<file path="config.mk">
export PLATFORM = sky130hd
export DESIGN_NAME = mix_columns_flat
export DESIGN_NICKNAME = d
export VERILOG_FILES = /design/src/rtl/mix_columns_if.sv /design/src/rtl/mix_columns.sv /design/src/flat_wrapper.sv
export SDC_FILE = /design/constraint.sdc
export NUM_CORES = 1
export LEC_CHECK = 0
export BUFFER_PORTS_ARGS = -buffer_cell sky130_fd_sc_hd__buf_2
export CORE_MARGIN = 2
export CORE_UTILIZATION = 46
export CTS_BUF_LIST = sky130_fd_sc_hd__clkbuf_4
export DETAILED_ROUTE_END_ITERATION = 6
export GPL_TIMING_DRIVEN = 0
export PLACE_DENSITY = 0.89
export SYNTH_ARGS = -nofsm -noshare
export SYNTH_HDL_FRONTEND = slang
export SYNTH_SLANG_ARGS = --single-unit
export TNS_END_PERCENT = 50
</file>
<file path="constraint.sdc">
create_clock -name clk -period 2.4 [get_ports clk]
set_clock_uncertainty 0.05 [all_clocks]
set_input_delay 0.12 -clock clk [delete_from_list [all_inputs] [get_ports clk]]
set_output_delay 0.12 -clock clk [all_outputs]
set_load 0.005 [all_outputs]
</file>
<file path="src/rtl/mix_columns_if.sv">
// mix_columns_if: ShiftRows-side input and AddRoundKey-side output handshakes of mix_columns
`timescale 1ns/1ps
interface mix_columns_if #(parameter int DATA_WIDTH = 128);
  logic                  in_valid;
  logic                  in_ready;
  logic [DATA_WIDTH-1:0] data_in;
  logic                  last_round;
  logic                  out_valid;
  logic                  out_ready;
  logic [DATA_WIDTH-1:0] data_out;
  modport slave (input in_valid, data_in, last_round, out_ready, output in_ready, out_valid, data_out);
  modport master (output in_valid, data_in, last_round, out_ready, input in_ready, out_valid, data_out);
endinterface

</file>
<file path="src/rtl/mix_columns.sv">
// mix_columns: AES MixColumns, one shared column datapath iterated over 4 cycles, bypassed in the final round
`timescale 1ns/1ps
module mix_columns #(parameter int DATA_WIDTH = 128) (
  input logic clk,
  input logic rst,
  mix_columns_if.slave bus
);
  typedef enum logic [1:0] {IDLE, BUSY, DONE} state_t;
  state_t state, state_next;
  logic [1:0] col;
  logic [DATA_WIDTH-1:0] st;
  logic [7:0] a0, a1, a2, a3;
  logic [31:0] col_out;
  logic accept;
  function automatic logic [7:0] xtime(input logic [7:0] a);
    return {a[6:0], 1'b0} ^ (a[7] ? 8'h1b : 8'h00);
  endfunction
  assign {a3, a2, a1, a0} = st[{col, 5'd0} +: 32];
  assign col_out = {xtime(a0) ^ a0 ^ a1 ^ a2 ^ xtime(a3),
                    a0 ^ a1 ^ xtime(a2) ^ xtime(a3) ^ a3,
                    a0 ^ xtime(a1) ^ xtime(a2) ^ a2 ^ a3,
                    xtime(a0) ^ xtime(a1) ^ a1 ^ a2 ^ a3};
  // held low through the reset cycle so nothing is accepted while state is being cleared
  assign bus.in_ready = !rst && (state == IDLE || (state == DONE && bus.out_ready));
  assign accept = bus.in_valid && bus.in_ready;
  assign bus.out_valid = state == DONE;
  assign bus.data_out = st;
  always_comb begin
    state_next = IDLE;
    if (accept) state_next = bus.last_round ? DONE : BUSY;
    else if (state == BUSY) state_next = col == 2'd3 ? DONE : BUSY;
    else if (state == DONE) state_next = bus.out_ready ? IDLE : DONE;
  end
  always_ff @(posedge clk) begin
    if (rst) begin
      state <= IDLE;
      col <= 2'd0;
      st <= '0;
    end else begin
      state <= state_next;
      if (accept) begin
        st <= bus.data_in;
        col <= 2'd0;
      end else if (state == BUSY) begin
        st[{col, 5'd0} +: 32] <= col_out;
        col <= col + 2'd1;
      end
    end
  end
endmodule

</file>
<file path="src/flat_wrapper.sv">
// flat-port wrapper written by rule: the top's interface ports become plain ports
module mix_columns_flat 
#(parameter int DATA_WIDTH = 128)
  (clk, rst, bus_in_valid, bus_data_in, bus_last_round, bus_out_ready, bus_in_ready, bus_out_valid, bus_data_out);
  mix_columns_if #(.DATA_WIDTH(DATA_WIDTH)) bus_i ();
  input logic clk;
  input logic rst;
  input wire logic [$bits(bus_i.in_valid)-1:0] bus_in_valid;
  input wire logic [$bits(bus_i.data_in)-1:0] bus_data_in;
  input wire logic [$bits(bus_i.last_round)-1:0] bus_last_round;
  input wire logic [$bits(bus_i.out_ready)-1:0] bus_out_ready;
  output wire logic [$bits(bus_i.in_ready)-1:0] bus_in_ready;
  output wire logic [$bits(bus_i.out_valid)-1:0] bus_out_valid;
  output wire logic [$bits(bus_i.data_out)-1:0] bus_data_out;
  assign bus_i.in_valid = bus_in_valid;
  assign bus_i.data_in = bus_data_in;
  assign bus_i.last_round = bus_last_round;
  assign bus_i.out_ready = bus_out_ready;
  assign bus_in_ready = bus_i.in_ready;
  assign bus_out_valid = bus_i.out_valid;
  assign bus_data_out = bus_i.data_out;
  mix_columns #(.DATA_WIDTH(DATA_WIDTH)) u_core (.clk(clk), .rst(rst), .bus(bus_i));
endmodule
</file>
* Word-level counts from Yosys, hierarchy flattened
Cells that the tools add are included.
** Word-level totals
- Bits in registers :: 132
- Word-level logic and storage cells :: 52
- Input port bits :: 133
- Output and inout bits :: 130
** Cells by class
- Shift operators :: 3
- Add/sub/neg operators :: 2
- Reductions and logical operators :: 8
- Bitwise operators :: 20
- Equal/unequal tests :: 3
- Multiplexer cells :: 13
** Operators by type and width (number)
- 128-bit 2-to-1 mux :: 2
- 8-bit bitwise XOR :: 20
- 128-bit bitwise mux :: 1
- 32-bit by 9-bit variable shift with 128-bit output (first input constant) :: 1
- 128-bit by 8-bit variable part select with 32-bit output :: 1
- 32-bit by 9-bit variable part select with 128-bit output :: 1
- 5-bit 2-to-1 mux :: 4
- 2-bit 2-to-1 mux :: 6
- 7-bit negation with 9-bit output :: 1
- 2-bit equality test (second input constant) :: 2
- 1-bit logical AND :: 3
- 2-bit by 1-bit adder with 2-bit output (second input constant) :: 1
- 2-bit by 1-bit equality test with 1-bit output (second input constant) :: 1
- 2-bit logical NOT :: 1
- 2-bit nonzero test :: 1
- 2-bit OR reduction :: 1
- 1-bit logical NOT :: 1
- 1-bit logical OR :: 1

* Logic depth before layout (Yosys ltp)
- Depth in word-level cells :: 11
- Depth in mapped cells :: 10
- Mapped depth without buffers :: 6

* Worst setup path after synthesis
No wires, ideal clock.
- Path kind :: reg-to-reg
- From :: register u_core.col[0]
- To :: register u_core.st[117], in the netlist u_core.bus.data_out[117]
- Data arrival time :: 2.160 ns
- Library setup time :: 0.076 ns
- Data required time :: 2.274 ns
- Setup slack :: 0.114 ns
- Cell stages (with the launch flop) :: 7
- Path through :: dfxtp_1 buf_6 buf_6 mux4_2 xor2_1 xor3_1 o22ai_1
** Between the ends
- Word-level cells in the longest chain between the ends :: 11
** Ends and longest elaborated chain
- from (decl) :: line mix_columns.sv:10 : logic [1:0] col;
- from (signal assigned) :: line mix_columns.sv:46 : col <= col + 2'd1;
- 128-bit by 8-bit variable part select with 32-bit output :: line mix_columns.sv:18 : assign {a3, a2, a1, a0} = st[{col, 5'd0} +: 32];
- 5-bit 2-to-1 mux :: line mix_columns.sv:16 : return {a[6:0], 1'b0} ^ (a[7] ? 8'h1b : 8'h00);
- 8-bit bitwise XOR :: line mix_columns.sv:16
- 8-bit bitwise XOR (on tied branches) (4 in series) :: line mix_columns.sv:22, mix_columns.sv:19, mix_columns.sv:21
- 32-bit by 9-bit variable part select with 128-bit output :: line mix_columns.sv:45 : st[{col, 5'd0} +: 32] <= col_out;
- 128-bit bitwise mux * :: line mix_columns.sv:45
- 128-bit 2-to-1 mux * :: line mix_columns.sv:44 : end else if (state == BUSY) begin
- 128-bit 2-to-1 mux * :: line mix_columns.sv:41 : if (accept) begin
- to (signal assigned) :: line mix_columns.sv:42 : st <= bus.data_in;
- to (signal, indexed assignment) :: line mix_columns.sv:45
- to (decl) :: line mix_columns.sv:11 : logic [DATA_WIDTH-1:0] st;
Mark *: on every way between the ends. The rest lies on a longest branch, timed or not. The select of a mux whose other input is x is not followed.
A chain may end at the register's enable or synchronous reset.

* Worst setup path in the final report
- From :: register u_core.col[0]
- To :: register u_core.st[48], in the netlist u_core.bus.data_out[48]
The elaborated chain is that of the path after synthesis.

==> out/results.ini <==
[critical_path]
crit_type = flop to flop
crit_fanout = 5
critPathMaxStageDelay_ns = 0.62
critPathSlowestCell = mux4_2
worstPathRequired_ns = 2.83
crit_top_cell = buf_12
arrival_ns = 3.07
startpoint_type = flop
crit_chain = buf_12 -> buf_12 -> mux4_2 -> buf_12 -> xor2_4 -> xnor3_2 -> o22ai_1
end_kind = flop

[detailed_routing]
drt_pass1_iterations = 6
remaining_drc_errors = 0
detail-route-antenna-nets = 0
routed_wl_um = 36300
wl_per_cell_um = 28.5
vias_per_cell = 6.93
first_iter_violations = 1449
via_count = 8812

[floorplan]
core_um2 = 15100
io-pin-count = 263
die_area_um2 = 16300
core.rowCount = 45
die_y_um = 128
start_util_pct = 46.7
die_w_um = 128

[outcome]
violations = setup timing
status = finished with violations

[sta]
setup_violations = 79
setup_slack_ns = -0.239
worstMarginPinSlew_ns = 0.797
rsz0062_at_grt = yes
maxSlewHeadroom_pct = 46.9
timing.fmax_mhz = 379
tns_ns = -4.42
period_needed_ns = 2.64
finalCritPeriodShare_pct = 110
hold_viol_final = 0
maxSlewViolCount = 0

[clocking]
clk_latency_ns = 0.59
clockBufferDepth = 2
htree_levels = 4
cts_root_buffer = clkbuf_4
cts_made_buffers = 17
cts_sinks = 132
cts_tree = built
path_clk_slew_ns = 0.12

[power]
ir_drop_v = 0.000649
powerDensity_nw_per_um2 = 585
p_leak_nw = 5.00

[logic_synthesis]
synth.avg_cell_area_um2 = 11.8
synth_warnings = 0
syn_area_um2 = 7050
ys_seq_area_share_pct = 37.5
ys_async_sr_fraction_pct = 0
ys_types = 32
syn_nets = 736
synth_ff_type = dfxtp_1
syn_inst = 599
synth_seq_cells = 132
synth-edff-count = 0

[global_route]
grt_pass1_vias = 8431
grt_max_degree = 17
grt_overflow_total = 0
grt_pass1_wl_um = 48900
grtUsageTotal_pct = 40.6
antenna_found_initial = 1

[placed_design]
gp_congestion = 0.929
post-dp-hpwl_um = 20600
post-place-ws_ns = -0.705
io_buffer_count = 261
placed_cells = 1048
placed_cell_area_um2 = 8590

[finish]
fin_util_pct = 77.0
fin_area_um2 = 11600
layout-drive-gt1-share_pct = 48.2
most-common-layout-cells = 266 x buf_2, 131 x dlygate4sd3_1, 130 x dfxtp_1
stdcell_count = 1272
final_common_cell = buf_2
syn_to_final_growth_pct = 64.9
fin_nets = 1209

[hold_path]
hp-class = input port to flop

[flow_run]
drv_cap = 0

area by class of cell:
class / count / area, µm²
Antenna cell: 1 / 2.50
Buffer: 62 / 459
Clock buffer: 21 / 158
Clock inverter: 9 / 88.8
Fill cell: 891 / 3470
Inverter: 4 / 15.0
Multi-Input combinational cell: 399 / 4740
Sequential cell: 132 / 2650
Tap cell: 188 / 235
Timing Repair Buffer: 456 / 3280
critical path: cells and delay by family, from the launching register on:
family,cells,cell delay [ns]
flops,1,0.39
mux,1,0.62
xor+xnor,2,0.68
compound gates,1,0.31
buf+inv,3,0.48
final timing paths:
check                          startpoint                 endpoint  slack, ns  depth (start not counted)
hold reg to reg   u_core.bus.data_out[68]  u_core.bus.data_out[68]       0.55                          2
hold / removal                        rst          u_core.state[0]       0.15                          3
setup / recovery            u_core.col[0]  u_core.bus.data_out[48]      -0.24                          7
setup reg to reg            u_core.col[0]  u_core.bus.data_out[48]      -0.24                          7
stage by stage:
step / total power [W] / hold WS, ns
5_1_grt: 0.00695 / 0.209
2_1_floorplan: 0.00376 / 0.260
3_3_place_gp: 0.00444 / 0.363
3_5_place_dp: 0.00446 / 0.371
4_1_cts: 0.00628 / 0.0958
6_report: 0.00680 / 0.151
sequential cells by signal (all words and copies together), names as in the netlist:
signal / count
u_core.state: 2
u_core.col: 2
u_core.bus.data_out: 128
power by group:
group | switching (W) | leakage, nW | internal (W)
logic | 0.00147 | 3.78 | 0.00142
registers | 0.000126 | 1.08 | 0.00232
clock network | 0.000836 | 0.141 | 0.000632
logic make-up (layout without fill, tap and decap cells):
kind of cell	count (synthesis)	after routing	share of synthesized area (%)
other	0	1	0
and+or+nand+nor	22	22	1.90
adders and majority gates	4	4	0.710
buffers and inverters	68	552	4.35
muxes	33	33	10.4
DFF	132	132	37.5
AOI/OAI and AO/OA	264	264	25.9
xor gates and xnor gates	76	76	19.3
metal layers:
metal	up-vias	part of all wire [%]	wire (µm)	GRT usage (%)
li1	3402	-	-	-
met2	1028	46	16600	66.2
met5	-	0	0	0
met3	307	14	5000	12.5
met1	4075	33	12000	47.8
met4	0	7.3	2650	22.6
synth_stat cells, types with 4 or more instances:
library cell | number | area (µm²)
dfxtp_1 | 132 | 2640
a22oi_1 | 128 | 961
o22ai_1 | 128 | 801
clkbuf_1 | 54 | 203
xnor3_1 | 34 | 766
mux4_2 | 32 | 721
xor2_1 | 15 | 131
xor3_1 | 9 | 214
xnor2_2 | 7 | 114
xnor2_1 | 6 | 52.6
buf_6 | 5 | 56.3
nor2_1 | 5 | 18.8
xor2_2 | 5 | 81.3
a41oi_1 | 4 | 35.0
and3b_1 | 4 | 35.0
ha_1 | 4 | 50.1
inv_1 | 4 | 15.0
what timing repair did:
action,in CTS,in global routing
hold buffers,131,0
endpoints found under the hold margin,132,0
cloned,3,0
buffers inserted,24,38
resized for setup,118,87
endpoints found under the setup margin,128,128
pin swaps,66,66
(Power assumes the default switching activity.)
